==> src/rtl/fetch_pc_pkg.sv <==
// fetch_pc_pkg -- shared CPU constants: next-PC select encoding, reset PC, nop.
// Rev 1.0
`default_nettype none

package fetch_pc_pkg;

  typedef enum logic [1:0] {
    NPC_SEQ = 2'b00,
    NPC_BR  = 2'b01,
    NPC_J   = 2'b10,
    NPC_JR  = 2'b11
  } npc_op_e;

  localparam logic [31:0] RESET_PC_DEFAULT = 32'h0000_3000;
  localparam logic [31:0] NOP_INSTR        = 32'h0000_0000;

endpackage

`default_nettype wire

==> src/rtl/fetch_pc_if.sv <==
// fetch_pc_if -- fetch-stage bus between the pipeline/hazard logic and the PC/F-D registers.
// Rev 1.0
`default_nettype none

interface fetch_pc_if;
  import fetch_pc_pkg::*;

  logic        stall;
  npc_op_e     npc_op;
  logic        cmp_out;
  logic [31:0] d_rs;
  logic [31:0] f_instr;
  logic [31:0] f_pc;
  logic [31:0] d_instr;
  logic [31:0] d_pc;
  logic [31:0] d_pc8;
  logic        d_valid;
  logic        jr_misalign;

  modport master (
    output stall, npc_op, cmp_out, d_rs, f_instr,
    input  f_pc, d_instr, d_pc, d_pc8, d_valid, jr_misalign
  );

  modport slave (
    input  stall, npc_op, cmp_out, d_rs, f_instr,
    output f_pc, d_instr, d_pc, d_pc8, d_valid, jr_misalign
  );

endinterface

`default_nettype wire

==> src/rtl/fetch_pc_npc.sv <==
// npc -- combinational next-PC selection for the fetch stage.
// Rev 1.0
`default_nettype none

module npc
  import fetch_pc_pkg::*;
(
  input  logic [31:0] f_pc_i,
  input  logic [31:0] d_pc_i,
  input  logic [25:0] d_instr_i,
  input  logic [31:0] d_rs_i,
  input  logic        d_valid_i,
  input  npc_op_e     npc_op_i,
  input  logic        cmp_out_i,
  output logic [31:0] npc_o,
  output logic        jr_misalign_o
);

  npc_op_e     w_op;
  logic [31:0] w_seq;
  logic [31:0] w_br_off;
  logic [31:0] w_br_tgt;
  logic [31:0] w_j_tgt;

  // A reset bubble in D carries no control transfer.
  assign w_op     = d_valid_i ? npc_op_i : NPC_SEQ;
  assign w_seq    = f_pc_i + 32'd4;
  assign w_br_off = {{14{d_instr_i[15]}}, d_instr_i[15:0], 2'b00};
  assign w_br_tgt = d_pc_i + 32'd4 + w_br_off;
  assign w_j_tgt  = {d_pc_i[31:28], d_instr_i[25:0], 2'b00};

  always_comb begin
    npc_o = w_seq;
    case (w_op)
      NPC_SEQ: npc_o = w_seq;
      NPC_BR:  npc_o = cmp_out_i ? w_br_tgt : w_seq;
      NPC_J:   npc_o = w_j_tgt;
      NPC_JR:  npc_o = d_rs_i;
      default: npc_o = w_seq;
    endcase
  end

  assign jr_misalign_o = (w_op == NPC_JR) && (d_rs_i[1:0] != 2'b00);

endmodule

`default_nettype wire

==> src/rtl/fetch_pc.sv <==
// fetch_pc -- PC register and F/D pipeline register with one architectural delay slot.
// Rev 1.0
`default_nettype none

module fetch_pc
  import fetch_pc_pkg::*;
#(
  parameter logic [31:0] RESET_PC = RESET_PC_DEFAULT
) (
  input  logic       clk,
  input  logic       rst_n,
  fetch_pc_if.slave  bus
);

  logic [31:0] f_pc_q,    f_pc_d;
  logic [31:0] d_instr_q, d_instr_d;
  logic [31:0] d_pc_q,    d_pc_d;
  logic        d_valid_q, d_valid_d;
  logic        jr_mis_q,  jr_mis_d;

  logic [31:0] w_npc;
  logic        w_jr_mis;

  npc u_npc (
    .f_pc_i        (f_pc_q),
    .d_pc_i        (d_pc_q),
    .d_instr_i     (d_instr_q[25:0]),
    .d_rs_i        (bus.d_rs),
    .d_valid_i     (d_valid_q),
    .npc_op_i      (bus.npc_op),
    .cmp_out_i     (bus.cmp_out),
    .npc_o         (w_npc),
    .jr_misalign_o (w_jr_mis)
  );

  // Under stall the transfer stays in D and is re-evaluated next cycle.
  always_comb begin
    f_pc_d    = f_pc_q;
    d_instr_d = d_instr_q;
    d_pc_d    = d_pc_q;
    d_valid_d = d_valid_q;
    jr_mis_d  = jr_mis_q;
    if (!bus.stall) begin
      f_pc_d    = w_npc;
      d_instr_d = bus.f_instr;
      d_pc_d    = f_pc_q;
      d_valid_d = 1'b1;
      jr_mis_d  = jr_mis_q | w_jr_mis;
    end
  end

  always_ff @(posedge clk or negedge rst_n) begin
    if (!rst_n) begin
      f_pc_q    <= RESET_PC;
      d_instr_q <= NOP_INSTR;
      d_pc_q    <= RESET_PC;
      d_valid_q <= 1'b0;
      jr_mis_q  <= 1'b0;
    end else begin
      f_pc_q    <= f_pc_d;
      d_instr_q <= d_instr_d;
      d_pc_q    <= d_pc_d;
      d_valid_q <= d_valid_d;
      jr_mis_q  <= jr_mis_d;
    end
  end

  assign bus.f_pc        = f_pc_q;
  assign bus.d_instr     = d_instr_q;
  assign bus.d_pc        = d_pc_q;
  assign bus.d_pc8       = d_pc_q + 32'd8;
  assign bus.d_valid     = d_valid_q;
  assign bus.jr_misalign = jr_mis_q;

endmodule

`default_nettype wire

==> src/flat_wrapper.sv <==
// flat-port wrapper written by rule: the top's interface ports become plain ports
module fetch_pc_flat import fetch_pc_pkg::*;
#(
  parameter logic [31:0] RESET_PC = RESET_PC_DEFAULT
)
  (clk, rst_n, bus_stall, bus_npc_op, bus_cmp_out, bus_d_rs, bus_f_instr, bus_f_pc, bus_d_instr, bus_d_pc, bus_d_pc8, bus_d_valid, bus_jr_misalign);
  fetch_pc_if bus_i ();
  input  logic clk;
  input  logic rst_n;
  input wire logic [$bits(bus_i.stall)-1:0] bus_stall;
  input wire logic [$bits(bus_i.npc_op)-1:0] bus_npc_op;
  input wire logic [$bits(bus_i.cmp_out)-1:0] bus_cmp_out;
  input wire logic [$bits(bus_i.d_rs)-1:0] bus_d_rs;
  input wire logic [$bits(bus_i.f_instr)-1:0] bus_f_instr;
  output wire logic [$bits(bus_i.f_pc)-1:0] bus_f_pc;
  output wire logic [$bits(bus_i.d_instr)-1:0] bus_d_instr;
  output wire logic [$bits(bus_i.d_pc)-1:0] bus_d_pc;
  output wire logic [$bits(bus_i.d_pc8)-1:0] bus_d_pc8;
  output wire logic [$bits(bus_i.d_valid)-1:0] bus_d_valid;
  output wire logic [$bits(bus_i.jr_misalign)-1:0] bus_jr_misalign;
  assign bus_i.stall = bus_stall;
  assign bus_i.npc_op = bus_npc_op;
  assign bus_i.cmp_out = bus_cmp_out;
  assign bus_i.d_rs = bus_d_rs;
  assign bus_i.f_instr = bus_f_instr;
  assign bus_f_pc = bus_i.f_pc;
  assign bus_d_instr = bus_i.d_instr;
  assign bus_d_pc = bus_i.d_pc;
  assign bus_d_pc8 = bus_i.d_pc8;
  assign bus_d_valid = bus_i.d_valid;
  assign bus_jr_misalign = bus_i.jr_misalign;
  fetch_pc #(.RESET_PC(RESET_PC)) u_core (.clk(clk), .rst_n(rst_n), .bus(bus_i));
endmodule
==> config.mk <==
export PLATFORM = sky130hd
export DESIGN_NAME = fetch_pc_flat
export DESIGN_NICKNAME = d
export VERILOG_FILES = /design/src/rtl/fetch_pc_pkg.sv /design/src/rtl/fetch_pc_if.sv /design/src/rtl/fetch_pc_npc.sv /design/src/rtl/fetch_pc.sv /design/src/flat_wrapper.sv
export SDC_FILE = /design/constraint.sdc
export NUM_CORES = 1
export LEC_CHECK = 0
export BUFFER_PORTS_ARGS = -buffer_cell sky130_fd_sc_hd__buf_4
export CAP_MARGIN = 20
export CORE_ASPECT_RATIO = 1.4
export CORE_MARGIN = 2
export CORE_UTILIZATION = 54
export DETAILED_ROUTE_END_ITERATION = 12
export PLACE_DENSITY = 0.92
export SYNTH_ARGS = -nofsm -noshare
export SYNTH_HDL_FRONTEND = slang
export SYNTH_SLANG_ARGS = --single-unit
==> constraint.sdc <==
create_clock -name clk -period 3.5 [get_ports clk]
set_input_delay 0.35 -clock clk [delete_from_list [all_inputs] [get_ports clk]]
set_output_delay 0.35 -clock clk [all_outputs]
set_load 0.03 [all_outputs]
# Yosys cells after proc, flatten, opt, wreduce, memory -nomap -nowiden
# Cells that the tools add are included.
[word_totals]
regBits = 98
inputBits = 70
output_inout_bits = 130
wordCells = 19
[op_classes]
n_addsub = 4
n_eq_ne = 3
n_mux = 3
n_bitwise = 1
reduce_logical = 3
[op_table]
columns = ["op", "n"]
rows = [
  ["32-bit one-hot mux with 4 select lines", 1],
  ["32-bit by 3-bit adder with 32-bit output (second input constant)", 2],
  ["32-bit adder", 1],
  ["32-bit by 4-bit adder with 32-bit output (second input constant)", 1],
  ["32-bit 2-to-1 mux", 1],
  ["2-bit == test (second input constant)", 2],
  ["2-bit by 1-bit == test with 1-bit output (second input constant)", 1],
  ["2-bit logical NOT", 1],
  ["2-bit 2-to-1 mux", 1],
  ["2-bit nonzero test", 1],
  ["1-bit logical AND", 1],
  ["1-bit bitwise OR", 1],
]

# Logic depth before layout (Yosys ltp)
# Gate-level depths: netlist of run 1.
[depth]
depth_word = 4
mapped_depth = 15
mapped_depth_nobuf = 15

# Modules after synthesis
# A second synthesis of run 1 with hierarchy kept.
[unflattened]
hier_cells = 846
area_unflattened_um2 = 7838.8
[modules_own_cells]
columns = ["mod", "instances", "cells_per_inst", "area_per_inst_um2", "seq_area_each_um2"]
rows = [
  ["fetch_pc", 1, 293, 4202.8, 2457.4],
  ["npc", 1, 553, 3636.0, 0.0],
]

# Worst setup path before layout of run 1
# OpenSTA, ideal clock, no wires.
[synth_timing]
path_type = "register -> register"
start = "register u_core.d_pc_q[3], in the netlist u_core.bus.d_pc[3]"
end = "register u_core.f_pc_q[29], in the netlist u_core.bus.f_pc[29]"
setup_ns = 0.123
t_arrival_ns = 2.985
t_required_ns = 3.377
slack_ns = 0.391
stages_incl_launch_ff = 14
n_path_buf = 0
synth_period_minus_slack_ns = 3.109
path_cell_list = "dfrtp_1 -> ha_1 -> ha_1 -> inv_1 -> fa_1 -> and2b_1 -> o21ai_1 -> a21oi_2 -> o22ai_2 -> a2111oi_0 -> o21bai_1 -> and3_1 -> o21ai_1 -> a2bb2oi_1"
[synth_between]
elab_chain_len = 4
[synth_rtl]
columns = ["element", "line_no", "source"]
rows = [
  ["start, declared", "fetch_pc.sv:17", "logic [31:0] d_pc_q, d_pc_d;"],
  ["start signal, assigned", "fetch_pc.sv:62", "d_pc_q <= d_pc_d;"],
  ["32-bit by 3-bit adder with 32-bit output", "fetch_pc_npc.sv:29", "assign w_br_tgt = d_pc_i + 32'd4 + w_br_off;"],
  ["32-bit adder", "fetch_pc_npc.sv:29", ""],
  ["32-bit 2-to-1 mux", "fetch_pc_npc.sv:36", "NPC_BR: npc_o = cmp_out_i ? w_br_tgt : w_seq;"],
  ["32-bit one-hot mux with 4 select lines", "fetch_pc_npc.sv:34", "case (w_op)"],
  ["end signal, assigned", "fetch_pc.sv:60", "f_pc_q <= f_pc_d;"],
  ["end, declared", "fetch_pc.sv:15", "logic [31:0] f_pc_q, f_pc_d;"],
]
# No other way between the ends.
# A chain may end at the register's enable or synchronous reset.

# Worst setup path in the final report of run 1
[layout_timing]
start = "register u_core.d_instr_q[1], in the netlist u_core.bus.d_instr[1]"
end = "register u_core.f_pc_q[31], in the netlist u_core.bus.f_pc[31]"
[layout_between]
elab_chain_len = 3
[layout_rtl]
columns = ["element", "line_no", "source"]
rows = [
  ["start, declared", "fetch_pc.sv:16", "logic [31:0] d_instr_q, d_instr_d;"],
  ["start signal, assigned", "fetch_pc.sv:61", "d_instr_q <= d_instr_d;"],
  ["32-bit adder", "fetch_pc_npc.sv:29", ""],
  ["32-bit 2-to-1 mux", "fetch_pc_npc.sv:36", ""],
  ["32-bit one-hot mux with 4 select lines", "fetch_pc_npc.sv:34", ""],
]
# No other way between the ends.

==> impl_metrics.py, run 1 <==
metrics = {
    "sta": {
        "skew_ns": 0.0107,
        "whs_ns": 0.219,
        "setup_violations": 0,
        "maxSlewHeadroom_pct": 48.2,
        "period_minus_slack_ns": 3.30,
        "max_freq_mhz": 303,
        "worstMarginPinSlew_ns": 0.777,
        "drv_slew": 0,
        "fin_setup_tns_ns": 0,
        "rsz0062_at_grt": "false",
        "hold_violations": 0,
        "fin_crit_sh_pct": 94.3,
    },
    "pwr": {
        "pwr-share-comb_pct": 53.4,
        "power_mw": 5.76,
        "cell_internal_pwr_mw": 3.07,
        "leakage_nw": 4.23,
        "switching_share_pct": 46.7,
        "p_seq_share_pct": 29.2,
        "ir_drop_v": 0.000327,
        "power_density_nw_per_um2": 622,
        "clkPwrFrac_pct": 17.4,
        "power_switching_mw": 2.69,
    },
    "setup_path": {
        "crit_path_end_kind": "register",
        "cpMostUsedCell": "ha_1",
        "critical-path-slowest-cell": "dfrtp_1",
        "timing.rr.start": "u_core.bus.d_instr[1]",
        "critPathKind": "reg2reg",
        "crit_family": "compound AO/OA/AOI/OAI gates",
        "crit_required_ns": 3.77,
        "crit_chain": "ha_1 -> ha_1 -> inv_1 -> fa_1 -> and2b_1 -> o21ai_1 -> a21oi_2 -> o22a_1 -> a31oi_2 -> o21ai_2 -> a221oi_2 -> or3_1 -> a32oi_1",
        "worstSetupStartpointType": "register",
        "path_buf_inv": 1,
        "slowest_delay_ns": 0.41,
        "crit_arrival_ns": 3.57,
        "cp-startpoint": "u_core.bus.d_instr[1]",
        "worstPathMaxFanout": 4,
    },
    "drt": {
        "finalWirelength_um": 22100,
        "drtIter0Drc": 540,
        "drc": 0,
        "vias_per_cell": 6.22,
        "routedWlPerCell_um": 19.1,
        "via_count": 7190,
        "ant_nets": 0,
        "drt-pass1-iter-count": 5,
    },
    "job": {
        "drv_cap": 0,
    },
    "global_route": {
        "antenna_found_initial": 0,
        "grt_max_degree": 82,
        "grt_pass1_vias": 6863,
        "grt_first_pass_wirelength_um": 34400,
        "grt_use_total_pct": 30.4,
        "grt_overflow": 0,
    },
    "synthesis": {
        "synth_async_sr_flop_share_pct": 100,
        "yosys_warnings": 0,
        "syn_area_sq_um": 7220,
        "synth_seq_cells": 98,
        "synth_ff_type": "dfrtp_1",
        "syn_inst": 780,
        "avgSynthCellArea_sq_um": 9.26,
        "syn_nets": 910,
        "synth_edf_count": 0,
        "ys_seq_area_share_pct": 34.0,
        "synth_cell_types": 69,
    },
    "clock_tree": {
        "clk_path_buf_depth": 2,
        "clock_sinks": 98,
        "path_clk_slew_ns": 0.08,
        "tritoncts": "yes",
        "cts_buffers": 9,
        "htreeDepth": 3,
        "clock_latency_ns": 0.36,
        "root_buffer": "clkbuf_16",
    },
    "cells_and_area": {
        "num_antenna_cells": 0,
        "final_layout_size_suffix_gt1_share_pct": 32.3,
        "nNetsFinal": 1099,
        "areaGrowthSynthToFinish_pct": 28.2,
        "stdcell_area_sq_um": 9260,
    },
    "place": {
        "hpwl_um": 16400,
        "gp_congestion": 0.932,
        "port_buffers": 199,
        "dpl_cell_area_sq_um": 8900,
    },
    "run_status": {
        "outcome": "finished, final reports clean",
    },
    "die": {
        "start_util_pct": 54.7,
        "dieHeight_um": 141,
        "ioPinCount": 200,
        "coreArea_sq_um": 13200,
        "rows": 50,
        "die_w_um": 102,
        "die_area_sq_um": 14300,
    },
    "worst_hold_path": {
        "hp-start": "bus_f_instr[14]",
        "hold_path.class": "in2reg",
    },
}
-- cells in the mapped netlist (3+ instances only) --
library cell,n,area (sq um)
a2111oi_0,3,26.3
a211oi_1,5,37.5
a21o_1,10,75.1
a21oi_1,51,255
a21oi_2,3,26.3
a221o_1,10,100
a221oi_1,14,123
a222oi_1,3,30.0
a22oi_1,8,60.1
a2bb2oi_1,5,43.8
a31oi_1,12,75.1
and2_1,5,31.3
and3_1,18,113
buf_1,6,22.5
buf_2,3,15.0
buf_4,5,37.5
clkbuf_1,28,105
dfrtp_1,94,2350
dfstp_2,4,105
ha_1,59,738
inv_1,31,116
mux2_2,52,586
nand2_1,60,225
nand2b_1,5,31.3
nand3_1,29,145
nand4_1,22,138
nor2_1,44,165
nor2_2,3,18.8
nor2b_1,3,18.8
nor3_1,7,35.0
nor3b_1,3,22.5
o21a_1,10,75.1
o21ai_0,44,220
o21ai_1,6,30.0
o21bai_1,4,30.0
o221ai_1,5,43.8
o22a_1,3,26.3
o22ai_1,4,25.0
o31ai_1,3,22.5
or3_1,4,25.0
xnor2_1,37,324
xor2_1,18,158
-- routing by layer --
metal	track usage (%)	up-vias	part of all wire (%)
met3	4.66	105	7.3
met2	50.8	393	50
li1	-	3284	-
met1	37.8	3408	38
met4	14.7	0	5.0
met5	0	-	0
-- registers in the layout, summed over array words and instances, names as in the netlist --
register                cells
u_core.bus.d_valid          1
u_core.bus.f_pc            32
u_core.bus.jr_misalign      1
u_core.bus.d_pc            32
u_core.bus.d_instr         32
-- path summary, 6_finish.rpt --
path | cells after the start | to | slack, ns
setup reg to reg | 13 | u_core.bus.f_pc[31] | 0.20
hold / removal | 2 | u_core.bus.d_instr[14] | 0.22
setup / recovery | 13 | u_core.bus.f_pc[31] | 0.20
hold reg to reg | 1 | u_core.bus.jr_misalign | 0.48
max in group asynchronous | 4 | u_core.bus.d_instr[20] | 2.17
min in group asynchronous | 2 | u_core.bus.d_instr[16] | 0.44
-- layout make-up --
class	instances	area, sq um
multi-input cells	609	4490
fillers	991	3940
flip-flops and latches	98	2460
repair buffers	220	1670
well taps	182	228
clock buffers	9	225
inverters	31	116
clock inverters	7	67.6
-- power by group through the flow --
| stage | Combinational, mW | Sequential, mW | Clock, mW |
|---|---|---|---|
| after detailed placement | 2.99 | 1.69 | 0 |
| after CTS | 3.02 | 1.67 | 1.01 |
| after global placement | 2.93 | 1.68 | 0 |
| final | 3.08 | 1.68 | 1.00 |
| after floorplan | 1.66 | 2.01 | 0 |
| after global routing | 3.29 | 1.71 | 1.06 |
-- placed cells by master (no fill, tap or decap), drive strengths merged, types with 5 or more instances in the layout --
master   instances
buf            219
dfrtp           94
nand2           60
ha              59
a21oi           54
mux2            52
o21ai           52
nor2            47
xnor2           37
inv             35
nand3           29
nand4           22
and3            18
xor2            18
a221oi          15
a31oi           13
o21a            11
a21o            10
a221o           10
clkbuf           9
nor3             9
a22oi            8
nand2b           5
and2             5
a211oi           5
o221ai           5
a2bb2oi          5
o22ai            5
o21bai           5
a2111oi          5
-- stage by stage --
stage / util [%] / instances / setup WS, ns
after CTS: 69.7 / 1153 / 0.203
after global routing: 70.1 / 1156 / 0.00585
after floorplan: - / 780 / 0.391
after global placement: 67.5 / 1137 / 0.410
after detailed placement: 67.5 / 1137 / 0.323
final: 70.1 / 1156 / 0.198
-- cell families (layout without fill, tap and decap cells) --
kind of cell	count (synthesis)	in the layout	share of synthesized area, %
and+or+nand+nor	216	216	15.1
adders and majority gates	60	60	10.5
AOI/OAI and AO/OA	226	226	21.5
DFF	98	98	34.0
muxes	52	52	8.11
xor gates and xnor gates	55	55	6.67
buffers and inverters	73	267	4.11
-- what timing repair did --
item,CTS,global route
hold buffers,0,1
endpoints found under the setup margin,0,3
gates resized for setup,0,3
buffers inserted,0,1
endpoints found under the hold margin,0,19
(Power assumes the default switching activity.)
==> run 2: changes to the inputs <==
CORE_MARGIN = default   (was 2)
==> run 2 against run 1 <==
Compared with the run above: combinational power down 2%; routed wire length up 0.66%; cell area down 0.55%; critical endpoint is now u_core.bus.f_pc[29].
==> impl_metrics.py, run 2 (synthesized netlist as in run 1, its figures left out) <==
metrics = {
    "global_route": {
        "antenna_found_initial": 1,
        "grtUsageMet2_pct": 55.1,
        "grtUsageMet3_pct": 5.24,
        "grt_first_pass_wirelength_um": 35800,
        "use_met1_pct": 39.0,
        "grt_overflow": 0,
        "grt_use_total_pct": 32.7,
        "grt_max_degree": 73,
        "grt_pass1_vias": 7095,
        "grt.busiest_layer": "met2",
    },
    "sta": {
        "drv_slew": 0,
        "whs_ns": 0.122,
        "period_minus_slack_ns": 3.28,
        "setup_violations": 0,
        "fin_crit_sh_pct": 93.6,
        "fin_setup_tns_ns": 0,
        "worstMarginPinSlew_ns": 0.931,
        "rsz0062_at_grt": "false",
        "maxSlewHeadroom_pct": 38.0,
        "hold_violations": 0,
        "max_freq_mhz": 305,
        "skew_ns": 0.00592,
    },
    "setup_path": {
        "worstSetupStartpointType": "register",
        "crit_chain": "ha_1 -> ha_1 -> a21o_1 -> a21oi_1 -> nand2b_1 -> nor2b_1 -> o221ai_1 -> o21bai_1 -> and3_1 -> o21ai_1 -> a2bb2oi_1",
        "critPathKind": "reg2reg",
        "critical-path-slowest-cell": "dfrtp_1",
        "crit_required_ns": 3.78,
        "path_buf_inv": 0,
        "crit_family": "compound AO/OA/AOI/OAI gates",
        "cpMostUsedCell": "ha_1",
        "crit_path_end_kind": "register",
        "slowest_delay_ns": 0.72,
        "worstPathMaxFanout": 18,
        "crit_arrival_ns": 3.55,
    },
    "drt": {
        "finalWirelength_um": 22200,
        "drc": 0,
        "via_count": 7190,
        "ant_nets": 0,
        "routedWlPerCell_um": 19.4,
        "vias_per_cell": 6.26,
        "drtIter0Drc": 699,
        "drt-pass1-iter-count": 6,
    },
    "clock_tree": {
        "ctsHoldBuffers": 0,
        "clock_sinks": 98,
        "clk_path_buf_depth": 2,
        "clock_latency_ns": 0.36,
        "cts_buffers": 9,
        "root_buffer": "clkbuf_16",
        "tritoncts": "yes",
        "cts_setup_buffers": 0,
        "htreeDepth": 3,
        "path_clk_slew_ns": 0.08,
    },
    "pwr": {
        "ir_drop_v": 0.000312,
        "power_density_nw_per_um2": 631,
        "leakage_nw": 4.21,
    },
    "die": {
        "rows": 49,
        "coreArea_sq_um": 12900,
        "die_area_sq_um": 13800,
        "ioPinCount": 200,
        "start_util_pct": 55.8,
        "die_w_um": 99.7,
        "dieHeight_um": 139,
    },
    "run_status": {
        "outcome": "finished, final reports clean",
    },
    "cells_and_area": {
        "final_layout_size_suffix_gt1_share_pct": 32.1,
        "areaGrowthSynthToFinish_pct": 27.5,
        "nNetsFinal": 1095,
        "mostFrequentLayoutCells": "buf_4 (216), dfrtp_1 (94), nand2_1 (60), ha_1 (59), mux2_2 (52)",
        "final_common_cell": "buf_4",
    },
    "worst_hold_path": {
        "hold_path.class": "in2async",
    },
    "job": {
        "drv_cap": 0,
    },
    "place": {
        "hpwl_um": 16200,
        "gp_congestion": 0.966,
        "port_buffers": 199,
    },
}
==> run 2: metrics by stage <==
stage               worst slack [ns]  cells  cell area, sq um  total power, mW  utilization [%]
global placement               0.398   1132              8890             4.59             68.7
global route                  0.0260   1148              9200             6.10             71.1
floorplan                      0.391    780              7220             3.67                -
detailed placement             0.298   1132              8890             4.67             68.7
finish                         0.225   1149              9210             5.81             71.2
CTS                            0.279   1148              9200             5.76             71.1
==> run 2: per-layer routing <==
metal / wire length (um) / vias to the layer above
met1: 8290 / 3411
met4: 1110 / 0
met5: 0 / -
met2: 11200 / 402
li1: - / 3271
met3: 1620 / 106
==> run 2: path summary, 6_finish.rpt <==
check                           cells after the start                    from                      to  slack [ns]
max in group asynchronous                           2                   rst_n  u_core.bus.d_instr[24]        2.40
worst min-delay path                                1                   rst_n   u_core.bus.d_instr[8]        0.12
worst max register to register                     11  u_core.bus.d_instr[15]     u_core.bus.f_pc[29]        0.22
worst min register to register                      1  u_core.bus.jr_misalign  u_core.bus.jr_misalign        0.46
worst max-delay path                               11  u_core.bus.d_instr[15]     u_core.bus.f_pc[29]        0.22
min in group clk                                    2         bus_f_instr[18]  u_core.bus.d_instr[18]        0.22
==> run 2: cell type report <==
class	count	area [sq um]
Multi-Input combinational cell	609	4480
Fill cell	944	3730
Sequential cell	98	2460
Timing Repair Buffer	216	1620
Clock buffer	9	225
Tap cell	178	223
Inverter	31	116
Clock inverter	7	83.8
Antenna cell	1	2.50
==> run 2: power breakdown <==
group	total (mW)	internal (mW)	switching (mW)
Sequential	1.69	1.34	0.357
Clock	1.08	0.569	0.510
Combinational	3.03	1.21	1.82
==> run 2: timing repair <==
item / CTS / global route
gates resized for setup: 0 / 1
hold endpoints to repair: 0 / 0
setup endpoints to repair: 0 / 1
==> run 3: changes to the inputs <==
ABC_AREA = 1   (was default)
CORE_UTILIZATION = 55   (was 54)
REMOVE_ABC_BUFFERS = 1   (was default)
==> run 3 against run 2 <==
Compared with the run above: the run now ends with negative hold slack left; register-to-register slack improved by 0.34 ns; clock-buffer cell count rose by 1; global-route usage rose by 5.3 points; die area rose by 13%; cell count rose by 47%; combinational power fell by 17%; first-iteration DRC count rose by 6.6%; total power fell by 12%; sequential share of layout area fell by 3.0 points; hold slack got worse by 0.13 ns; synthesized cell count rose by 68%; highest routed layer unchanged.
==> impl_metrics.py, run 3 <==
metrics = {
    "cells_and_area": {
        "nNetsFinal": 1628,
        "areaGrowthSynthToFinish_pct": 23.9,
        "mostFrequentLayoutCells": "nand2_1 (465), buf_4 (210), inv_1 (209), nand3_1 (99)",
        "final_common_cell": "nand2_1",
        "final_layout_size_suffix_gt1_share_pct": 16.8,
    },
    "synthesis": {
        "avgSynthCellArea_sq_um": 6.38,
        "synth_ff_type": "dfrtp_1",
        "synth_async_sr_flop_share_pct": 100,
        "synth_cell_types": 41,
        "yosys_warnings": 0,
        "yosys.area.top_type": "dfrtp_1",
        "synth_edf_count": 0,
        "synth_common_cells": "nand2_1 (465), inv_1 (210), nand3_1 (99)",
        "syn_inst": 1309,
        "post-synth-top-count-cell": "nand2_1",
        "ys_seq_area_share_pct": 29.4,
        "syn_area_sq_um": 8350,
        "synth_area_leaders": "dfrtp_1 (28%), nand2_1 (21%), inv_1 (9.4%)",
        "synth_top_cell_area_share_pct": 28.2,
        "synth_seq_cells": 98,
    },
    "run_status": {
        "violations": "negative hold slack",
        "outcome": "finished with violations",
    },
    "setup_path": {
        "cpMostUsedCell": "nand3_1",
        "worstSetupStartpointType": "register",
        "cp-startpoint": "u_core.bus.d_pc[4]",
        "crit_arrival_ns": 2.67,
        "endpoint": "bus_d_pc8[29]",
        "worstPathMaxFanout": 5,
        "r2r_end": "u_core.bus.f_pc[30]",
        "crit_path_end_kind": "output pin",
        "critPathKind": "reg2out",
        "crit_chain": "ha_1 -> nand3_1 -> nor3_4 -> nand4_2 -> nor2_2 -> nand2_1 -> inv_1 -> nand3_1 -> xnor2_1 -> buf_4",
        "rr_worst_depth": 13,
        "timing.rr.start": "u_core.bus.d_instr[15]",
        "critical-path-slowest-cell": "dfrtp_1",
        "r2r_slack_ns": 0.56,
        "path_buf_inv": 2,
        "crit_family": "simple AND/OR/NAND/NOR gates",
        "worstSetupPathDepth": 10,
        "slowest_delay_ns": 0.49,
        "crit_required_ns": 3.15,
    },
    "die": {
        "ioPinCount": 200,
        "dieHeight_um": 148,
        "die_area_sq_um": 15700,
        "coreArea_sq_um": 14600,
        "die_w_um": 106,
        "start_util_pct": 57.1,
        "rows": 52,
    },
    "pwr": {
        "ir_drop_v": 0.000290,
        "power_density_nw_per_um2": 493,
        "leakage_nw": 5.79,
    },
    "sta": {
        "hold_violations": 2,
        "maxSlewHeadroom_pct": 24.8,
        "skew_ns": 0.00970,
        "period_minus_slack_ns": 3.02,
        "worstMarginPinSlew_ns": 1.13,
        "fin_crit_sh_pct": 86.3,
        "max_freq_mhz": 331,
        "fin_setup_tns_ns": 0,
        "setup_violations": 0,
        "rsz0062_at_grt": "false",
        "drv_slew": 0,
        "whs_ns": -0.00358,
    },
    "global_route": {
        "grt_first_pass_wirelength_um": 46100,
        "grt_pass1_vias": 9126,
        "grt_max_degree": 114,
        "grt_use_total_pct": 38.0,
        "antenna_found_initial": 0,
        "grt_overflow": 0,
    },
    "clock_tree": {
        "cts_setup_buffers": 0,
        "tritoncts": "yes",
        "ctsHoldBuffers": 0,
        "htreeDepth": 3,
        "path_clk_slew_ns": 0.08,
        "clock_sinks": 98,
        "root_buffer": "clkbuf_16",
        "cts_buffers": 9,
        "clk_path_buf_depth": 2,
        "cts_resized": 0,
        "clock_latency_ns": 0.36,
    },
    "place": {
        "gp_congestion": 1.02,
        "port_buffers": 199,
        "hpwl_um": 23000,
    },
    "drt": {
        "routedWlPerCell_um": 17.3,
        "drt-pass1-iter-count": 5,
        "wl_met3_um": 2660,
        "vias_per_cell": 5.61,
        "ant_nets": 0,
        "drc": 0,
        "drtIter0Drc": 745,
        "wl_met2_um": 14200,
        "dr.max_layer_used": "met4",
        "via_count": 9503,
        "route.layer.met1.wl_um": 10800,
        "finalWirelength_um": 29300,
    },
    "worst_hold_path": {
        "hold_path.class": "in2async",
    },
    "job": {
        "drv_cap": 0,
    },
}
-- run 3: per-stage QoR --
stage | util (%) | cell area [sq um] | instances | setup slack (ns) | total power, mW
finish | 70.7 | 10400 | 1693 | 0.480 | 5.10
global route | 70.7 | 10300 | 1692 | 0.337 | 5.40
CTS | 70.7 | 10300 | 1692 | 0.538 | 5.07
detailed placement | 68.7 | 10100 | 1676 | 0.684 | 4.04
global placement | 68.7 | 10100 | 1676 | 0.684 | 4.00
floorplan | - | 8210 | 1276 | 0.917 | 3.12
-- run 3: how the worst min path moves through the flow --
stage / start / endpoint / slack (ns)
after floorplan: rst_n / u_core.bus.d_instr[0] / 0.05
after global placement: rst_n / u_core.bus.d_valid / 0.40
after detailed placement: rst_n / u_core.bus.d_valid / 0.40
after CTS: rst_n / u_core.bus.d_valid / 0.02
after global routing: rst_n / u_core.bus.d_valid / 0.04
final: rst_n / u_core.bus.d_valid / -0.004
-- run 3: cell type report --
cell class | count | area (sq um)
Clock inverter | 6 | 56.3
Sequential cell | 98 | 2460
Antenna cell | 1 | 2.50
Clock buffer | 10 | 239
Tap cell | 189 | 236
Multi-Input combinational cell | 966 | 4970
Inverter | 212 | 796
Fill cell | 1280 | 4290
Timing Repair Buffer | 211 | 1600
-- run 3: cells by family (layout without fill, tap and decap cells) --
logic type	Yosys count	count (layout)	synth area share, %
flip-flops	98	98	29.4
other	0	1	0
AND/OR/NAND/NOR	728	728	36.7
adder cells (fa/ha/maj)	60	60	9.08
buffers and inverters	245	439	11.2
XOR/XNOR	37	37	3.88
AO/OA/AOI/OAI	141	141	9.72
-- run 3: power by group --
group | total [mW] | leakage, nW | switching (mW) | internal, mW
Sequential | 1.55 | 1.16 | 0.261 | 1.29
Combinational | 2.52 | 4.48 | 1.65 | 0.867
Clock | 1.03 | 0.143 | 0.511 | 0.519
Total | 5.10 | 5.79 | 2.43 | 2.68
-- run 3: metal layers --
metal	vias up	track usage, %
li1	4544	-
met1	4344	45.6
met2	508	64.1
met3	107	6.17
met4	0	21.6
met5	-	0
